--- src/rtl/riscv_pkg.sv ---
// Shared RV32 pipeline types: fetch FSM states and the IF/ID pipeline record.
package riscv_pkg;

    localparam int XLEN = 32;
    localparam logic [XLEN-1:0] NOP_INSTR = 32'h0000_0013;

    typedef enum logic [1:0] {
        BOOT  = 2'd0,
        FETCH = 2'd1,
        HOLD  = 2'd2,
        DRAIN = 2'd3
    } fetch_state_t;

    typedef struct packed {
        logic [XLEN-1:0] instr;
        logic [XLEN-1:0] pc;
        logic [XLEN-1:0] pc_plus4;
        logic            valid;
    } if_id_t;

endpackage

--- src/rtl/if_id_reg.sv ---
// Pipeline register with async reset, hold enable and synchronous clear to a bubble.
// Clear outranks enable so a flush still lands while the stage is stalled.
module if_id_reg
    import riscv_pkg::*;
#(
    parameter int           W      = $bits(if_id_t),
    parameter logic [W-1:0] BUBBLE = '0
) (
    input  logic         clk,
    input  logic         rst,
    input  logic         en,
    input  logic         clr,
    input  logic [W-1:0] d,
    output logic [W-1:0] q
);

    always_ff @(posedge clk or posedge rst) begin
        if (rst) begin
            q <= BUBBLE;
        end else if (clr) begin
            q <= BUBBLE;
        end else if (en) begin
            q <= d;
        end
    end

endmodule

--- src/rtl/fetch_stage.sv ---
// Instruction fetch with one outstanding request to a variable-latency imem, feeding IF/ID.
// A response arriving in cycle N reaches decode in cycle N+1; stalls park the word in a one-entry buffer.
module fetch_stage
    import riscv_pkg::*;
#(
    parameter logic [XLEN-1:0] RESET_PC  = 32'h0000_0000,
    parameter logic [XLEN-1:0] NOP_INSTR = 32'h0000_0013
) (
    input  logic            clk,
    input  logic            rst,
    input  logic            StallD,
    input  logic            FlushD,
    input  logic            PCSrcE,
    input  logic [XLEN-1:0] PCTargetE,
    output logic            imem_req,
    output logic [XLEN-1:0] imem_addr,
    input  logic [XLEN-1:0] imem_rdata,
    input  logic            imem_valid,
    output logic [XLEN-1:0] InstrD,
    output logic [XLEN-1:0] PCD,
    output logic [XLEN-1:0] PCPlus4D,
    output logic            ValidD
);

    localparam if_id_t IF_ID_BUBBLE = '{
        instr:    NOP_INSTR,
        pc:       '0,
        pc_plus4: '0,
        valid:    1'b0
    };

    fetch_state_t    state;
    logic [XLEN-1:0] pcf;
    logic [XLEN-1:0] pcf_plus4;
    logic [XLEN-1:0] fetch_buf;
    logic            have_instr;
    logic            if_id_en;
    logic            if_id_clr;
    if_id_t          if_id_d;
    if_id_t          if_id_q;

    assign pcf_plus4 = pcf + 32'd4;
    assign imem_addr = pcf;

    // A word is ready for decode either straight off the bus or from the stall buffer.
    always_comb begin
        have_instr = ((state == FETCH) && imem_valid) || (state == HOLD);
        if_id_d    = IF_ID_BUBBLE;
        if (have_instr) begin
            if_id_d.instr    = (state == HOLD) ? fetch_buf : imem_rdata;
            if_id_d.pc       = pcf;
            if_id_d.pc_plus4 = pcf_plus4;
            if_id_d.valid    = 1'b1;
        end
    end

    assign if_id_en  = !StallD;
    assign if_id_clr = FlushD | PCSrcE;

    if_id_reg #(
        .W      ($bits(if_id_t)),
        .BUBBLE (IF_ID_BUBBLE)
    ) u_if_id (
        .clk (clk),
        .rst (rst),
        .en  (if_id_en),
        .clr (if_id_clr),
        .d   (if_id_d),
        .q   (if_id_q)
    );

    assign InstrD   = if_id_q.instr;
    assign PCD      = if_id_q.pc;
    assign PCPlus4D = if_id_q.pc_plus4;
    assign ValidD   = if_id_q.valid;

    // PCF only advances once its word has been handed to IF/ID, so a stalled word keeps its PC.
    always_ff @(posedge clk or posedge rst) begin
        if (rst) begin
            state     <= BOOT;
            pcf       <= RESET_PC;
            fetch_buf <= NOP_INSTR;
            imem_req  <= 1'b0;
        end else if (PCSrcE) begin
            pcf <= PCTargetE;
            // An unanswered request must still be drained before the new target is issued.
            if (((state == FETCH) || (state == DRAIN)) && !imem_valid) begin
                state    <= DRAIN;
                imem_req <= 1'b0;
            end else begin
                state    <= FETCH;
                imem_req <= 1'b1;
            end
        end else begin
            case (state)
                BOOT: begin
                    state    <= FETCH;
                    imem_req <= 1'b1;
                end
                FETCH: begin
                    if (imem_valid) begin
                        if (StallD) begin
                            fetch_buf <= imem_rdata;
                            state     <= HOLD;
                            imem_req  <= 1'b0;
                        end else begin
                            pcf <= pcf_plus4;
                        end
                    end
                end
                HOLD: begin
                    if (!StallD) begin
                        pcf      <= pcf_plus4;
                        state    <= FETCH;
                        imem_req <= 1'b1;
                    end
                end
                DRAIN: begin
                    if (imem_valid) begin
                        state    <= FETCH;
                        imem_req <= 1'b1;
                    end
                end
                default: begin
                    state    <= BOOT;
                    imem_req <= 1'b0;
                end
            endcase
        end
    end

endmodule

--- config.mk ---
export PLATFORM = sky130hd
export DESIGN_NAME = fetch_stage
export DESIGN_NICKNAME = d
export VERILOG_FILES = /design/src/rtl/riscv_pkg.sv /design/src/rtl/if_id_reg.sv /design/src/rtl/fetch_stage.sv
export SDC_FILE = /design/constraint.sdc
export NUM_CORES = 1
export LEC_CHECK = 0
export BUFFER_PORTS_ARGS = -buffer_cell sky130_fd_sc_hd__buf_2
export CAP_MARGIN = 20
export CORE_ASPECT_RATIO = 1.2
export CORE_UTILIZATION = 41
export DETAILED_ROUTE_END_ITERATION = 6
export PLACE_DENSITY_LB_ADDON = 0.2
export SLEW_MARGIN = 0
export SYNTH_ARGS = -nofsm -noshare
export SYNTH_HDL_FRONTEND = slang
export SYNTH_SLANG_ARGS = --single-unit
--- constraint.sdc ---
create_clock -name clk -period 15.3 [get_ports clk]
set_input_delay 1.53 -clock clk [delete_from_list [all_inputs] [get_ports clk]]
set_output_delay 1.53 -clock clk [all_outputs]
set_load 0.02 [all_outputs]
Yosys cells after proc, flatten, opt, wreduce, memory -nomap -nowiden --
Cells that the tools add are included.
Operators by class: add/subtract/negate cells 1, equality and inequality tests 8, multiplexer cells 22, bitwise logic cells 2, reduce and logical (&&, ||, !) cells 10
Operators by type and width (count):
- 97-bit 2-to-1 mux | 3
- 32-bit 2-to-1 mux | 4
- 32-bit case mux with 2 select lines | 1
- 32-bit by 3-bit adder with 32-bit output, second input constant | 1
- 2-bit 2-to-1 mux | 6
- 3-bit inequality test, second input constant | 4
- 2-bit case mux with 4 select lines | 1
- 4-bit AND reduction | 2
- 1-bit 2-to-1 mux | 6
- 2-bit equality test, second input constant | 2
- 1-bit case mux with 4 select lines | 1
- 3-bit nonzero test | 1
- 2-bit by 1-bit equality test with 1-bit output, second input constant | 1
- 1-bit logical AND | 2
- 2-bit logical NOT | 1
- 1-bit logical OR | 2
- 2-bit by 1-bit inequality test with 1-bit output, second input constant | 1
- 2-bit AND reduction | 1
- 1-bit logical NOT | 1
- 1-bit NOT | 1
- 1-bit bitwise OR | 1
Storage, ports and cells: flip-flop bits (word level) 164, input bits 70, output and inout bits 130, logic and storage cells 48

Logic depth before layout (Yosys ltp) --
depth in word-level cells 6, gate-level depth with buffers 8, mapped depth without buffers 5

Cells and area by module --
Synthesis repeated with hierarchy kept, for this count alone.
Second synthesis, totals: cells, all modules 862, area total of the unflattened synthesis 8473.1 um2
By module, submodules not included:
- fetch_stage | times used 1, cells each 548, area an instance 4539.4 um2
- if_id_reg | times used 1, cells each 314, area an instance 3933.8 um2

Least setup slack after synthesis --
No wires, ideal clock.
kind input to register, start in StallD, end reg u_if_id.q[17], setup time 69 ps, arrival time 2926 ps, required time 15231 ps, path slack 12305 ps, stages 7, path through or3b_1 -> clkbuf_1 -> a21boi_1 -> buf_2 -> buf_1 -> o211ai_1 -> nand3_1
Between the ends: word-level cells in the longest chain between the ends 1
Ends and longest elaborated chain:
- start, declared | RTL line fetch_stage.sv:11 | input logic StallD,
- 2-bit by 1-bit inequality test with 1-bit output (no line)
- end signal, assigned | RTL line if_id_reg.sv:19 | q <= BUBBLE;
- end signal, assigned | RTL line if_id_reg.sv:21 | q <= BUBBLE;
- end signal, assigned | RTL line if_id_reg.sv:23 | q <= d;
- end, declared | RTL line if_id_reg.sv:14 | output logic [W-1:0] q
Every way passes these cells. A chain may end at the register's enable or synchronous reset.

Worst setup path in the final report --
start in StallD, end reg u_if_id.q[28]
The elaborated chain is that of the path after synthesis.

==> impl_metrics.json <==
{
  "clock_latency_ns": 0.43,
  "cp.required_ns": 15.66,
  "crit_type": "in2reg",
  "cts_max_level": 4,
  "slowest_stage": "nand4bb_1",
  "slew_headroom_pct": 27.8,
  "final.setup.tns_ns": 0,
  "ys_ff_latch": 162,
  "synth_compound_area_share_pct": 14.8,
  "endpoint": "u_if_id.q[28]",
  "yosysUniqueCellTypes": 54,
  "async_flop_share_pct": 100,
  "yosysWarnings": 0,
  "leakagePower_nw": 4.28,
  "final_nets": 947,
  "tightestPinTransition_ns": 1.07,
  "synth_xor_area_share_pct": 2.55,
  "dr.pass1.iters": 5,
  "post-route-util_pct": 51.1,
  "grt_max_degree": 93,
  "dp.cells": 1080,
  "cts_setup_buffers": 0,
  "tritoncts": "done",
  "numCtsBuffers": 17,
  "synthTopCellsByArea": "dfrtp_1 (52%), mux2_2 (5.1%), nand2_1 (4.8%)",
  "syn_inst": 716,
  "max-vdd-ir-drop_v": 0.0000748,
  "status": "finished clean",
  "fin_crit_sh_pct": 23.1,
  "reg2reg_from": "imem_addr[2]",
  "synth.cell_area_mm2": 0.00755,
  "grt_first_pass_wirelength_um": 32700,
  "drv_cap": 0,
  "die_area_mm2": 0.0190,
  "cts_root_buf": "clkbuf_16",
  "coreArea_mm2": 0.0181,
  "whs_ns": 0.473,
  "arrival_ns": 3.90,
  "synthMuxAreaShare_pct": 9.05,
  "area_growth_pct": 22.6,
  "critPathBufInv": 2,
  "drv_slew": 0,
  "drtIter0Drc": 423,
  "synthFlopType": "dfrtp_1",
  "period_needed_ns": 3.54,
  "cp_max_fo": 47,
  "cp-start-kind": "input port",
  "fmax_mhz": 283,
  "synth_fa_ha_area_share_pct": 0.166,
  "clk_pin_slew_ns": 0.06,
  "nFillCells": 1721,
  "die_w_um": 126,
  "synthTopCellsByCount": "dfrtp_1 (156), nand2_1 (97), o21ai_0 (59)",
  "viasPerCell": 5.56,
  "synth.net_count": 787,
  "synth_edf_count": 0,
  "startpoint": "StallD",
  "io_pins": 200,
  "grt_setup_unrepaired": "false",
  "die_y_um": 151,
  "cp_top_family": "compound AO/OA/AOI/OAI gates",
  "num_rows": 54,
  "slowest_delay_ns": 0.66,
  "start_util_pct": 41.7,
  "syn_area_per_cell_um2": 10.5,
  "place_congestion": 0.770,
  "reg2reg_slack_ns": 12.26,
  "wl_um": 20200,
  "crit_cells": 6,
  "synth-simple-area-share_pct": 15.4,
  "drive_gt1_share_pct": 33.0,
  "remaining_drc_errors": 0,
  "power_density_mw_per_mm2": 117,
  "setup_viol": 0,
  "ctsHoldBuffers": 0,
  "yosys.cell_count.top_type": "dfrtp_1",
  "portBuffers": 199,
  "cts_resized": 0,
  "antenna_cells": 0,
  "cts.path.max_buffers": 2,
  "instances_no_fill": 1113,
  "ant_nets": 0,
  "clkSinkCount": 162,
  "grt_overflow": 0,
  "wl_per_cell_um": 18.2,
  "synth.top_cell.area_share_pct": 51.7,
  "vias": 6185,
  "antenna_found_initial": 0,
  "end_kind": "register",
  "hold_path.class": "reg2reg",
  "synth_top_family_by_area": "simple AND/OR/NAND/NOR gates",
  "seq_area_frac_synth_pct": 53.8,
  "place.detailed.hpwl_um": 13100,
  "r2r-end": "imem_addr[22]",
  "synth_top_cell_by_area": "dfrtp_1",
  "worstPathCellList": "buf_2 -> nand4bb_1 -> a21boi_4 -> buf_4 -> o311ai_0 -> nand3_1",
  "grt_pass1_vias": 6046,
  "clock_skew_ns": 0.00862,
  "worst-r2r-cell-count": 5,
  "grt_usage_pct": 22.3,
  "report.final.hold_viol_count": 0
}
## kinds of logic (layout without fill, tap and decap cells)
family                   Yosys count  count (layout)
XOR/XNOR                          22              22
adder cells (fa/ha/maj)            1               1
AND/OR/NAND/NOR                  229             229
buffers and inverters             72             245
flip-flops                       162             162
multiplexers                      64              64
AO/OA/AOI/OAI                    166             166
## worst register-to-register path, delay by kind of cell, from the launching register on
family,cells,cell delay [ns]
AO/OA/AOI/OAI,1,0.21
AND/OR/NAND/NOR,3,1.88
adder cells (fa/ha/maj),1,0.34
flip-flops,1,0.52
## layer usage
metal / part of all wire [%] / GRT usage [%]
met5: 0 / 0
met1: 44 / 28.6
met4: 2.4 / 10.0
met2: 48 / 35.8
met3: 5.4 / 5.22
## how the worst min path moves through the flow
stage,from,to,slack (ns),cells past startpoint
after global placement,u_if_id.q[57],u_if_id.q[57],0.46,2
after CTS,u_if_id.q[27],u_if_id.q[27],0.48,2
after floorplan,fetch_buf[0],u_if_id.q[65],0.47,2
after global routing,u_if_id.q[32],u_if_id.q[32],0.49,2
after detailed placement,u_if_id.q[27],u_if_id.q[27],0.46,2
final,u_if_id.q[8],u_if_id.q[8],0.47,2
## registers in the layout (all words and copies together) (netlist names)
name / flops
imem_req: 1
fetch_buf: 32
u_if_id.q: 95
state: 2
imem_addr: 32
## cell type report
class / instances / area, µm² / area share [%]
Multi-Input combinational cell: 482 / 3200 / 34.5
Inverter: 5 / 23.8 / 0.257
Tap cell: 224 / 280 / 3.03
Timing Repair Buffer: 208 / 1070 / 11.6
Clock inverter: 11 / 151 / 1.64
Sequential cell: 162 / 4060 / 43.9
Clock buffer: 21 / 470 / 5.08
## metrics by stage
step / power, W / worst slack, ns / cell area, µm²
3_5_place_dp: 0.000638 / 11.35 / 8620
6_report: 0.00108 / 11.76 / 9260
2_1_floorplan: 0.000591 / 9.40 / 7550
3_3_place_gp: 0.000636 / 11.42 / 8610
4_1_cts: 0.00109 / 11.79 / 9240
5_1_grt: 0.00113 / 11.62 / 9260
## placed cells by master (no fill, tap or decap), types with 3 or more instances in the layout
| master | count |
|---|---|
| nand2b_1 | 3 |
| xnor2_1 | 20 |
| or4_1 | 21 |
| bufinv_16 | 3 |
| a32oi_1 | 3 |
| nand3_1 | 21 |
| dfrtp_1 | 156 |
| buf_4 | 8 |
| clkbuf_8 | 3 |
| inv_6 | 3 |
| a211oi_1 | 4 |
| or2_2 | 5 |
| o21ai_0 | 59 |
| nand4_1 | 16 |
| o41ai_1 | 5 |
| o211ai_1 | 14 |
| nand4b_1 | 6 |
| a22o_1 | 31 |
| o31ai_1 | 9 |
| a2111oi_0 | 3 |
| o311ai_0 | 4 |
| nor3_1 | 7 |
| a21oi_1 | 7 |
| clkbuf_16 | 17 |
| nor2_1 | 32 |
| a31oi_1 | 18 |
| mux2_2 | 34 |
| inv_1 | 4 |
| buf_2 | 199 |
| dfstp_2 | 6 |
| clkinvlp_4 | 4 |
| mux2i_1 | 30 |
| or3_1 | 3 |
| nor4_1 | 4 |
| nand2_1 | 97 |
## where the power goes
part / internal (W) / leakage [nW] / switching [W]
clock: 0.000271 / 0.292 / 0.000180
combinational: 0.0000548 / 1.90 / 0.0000738
sequential: 0.000467 / 2.09 / 0.0000337
No activity file was read; power rests on OpenSTA's default activity.
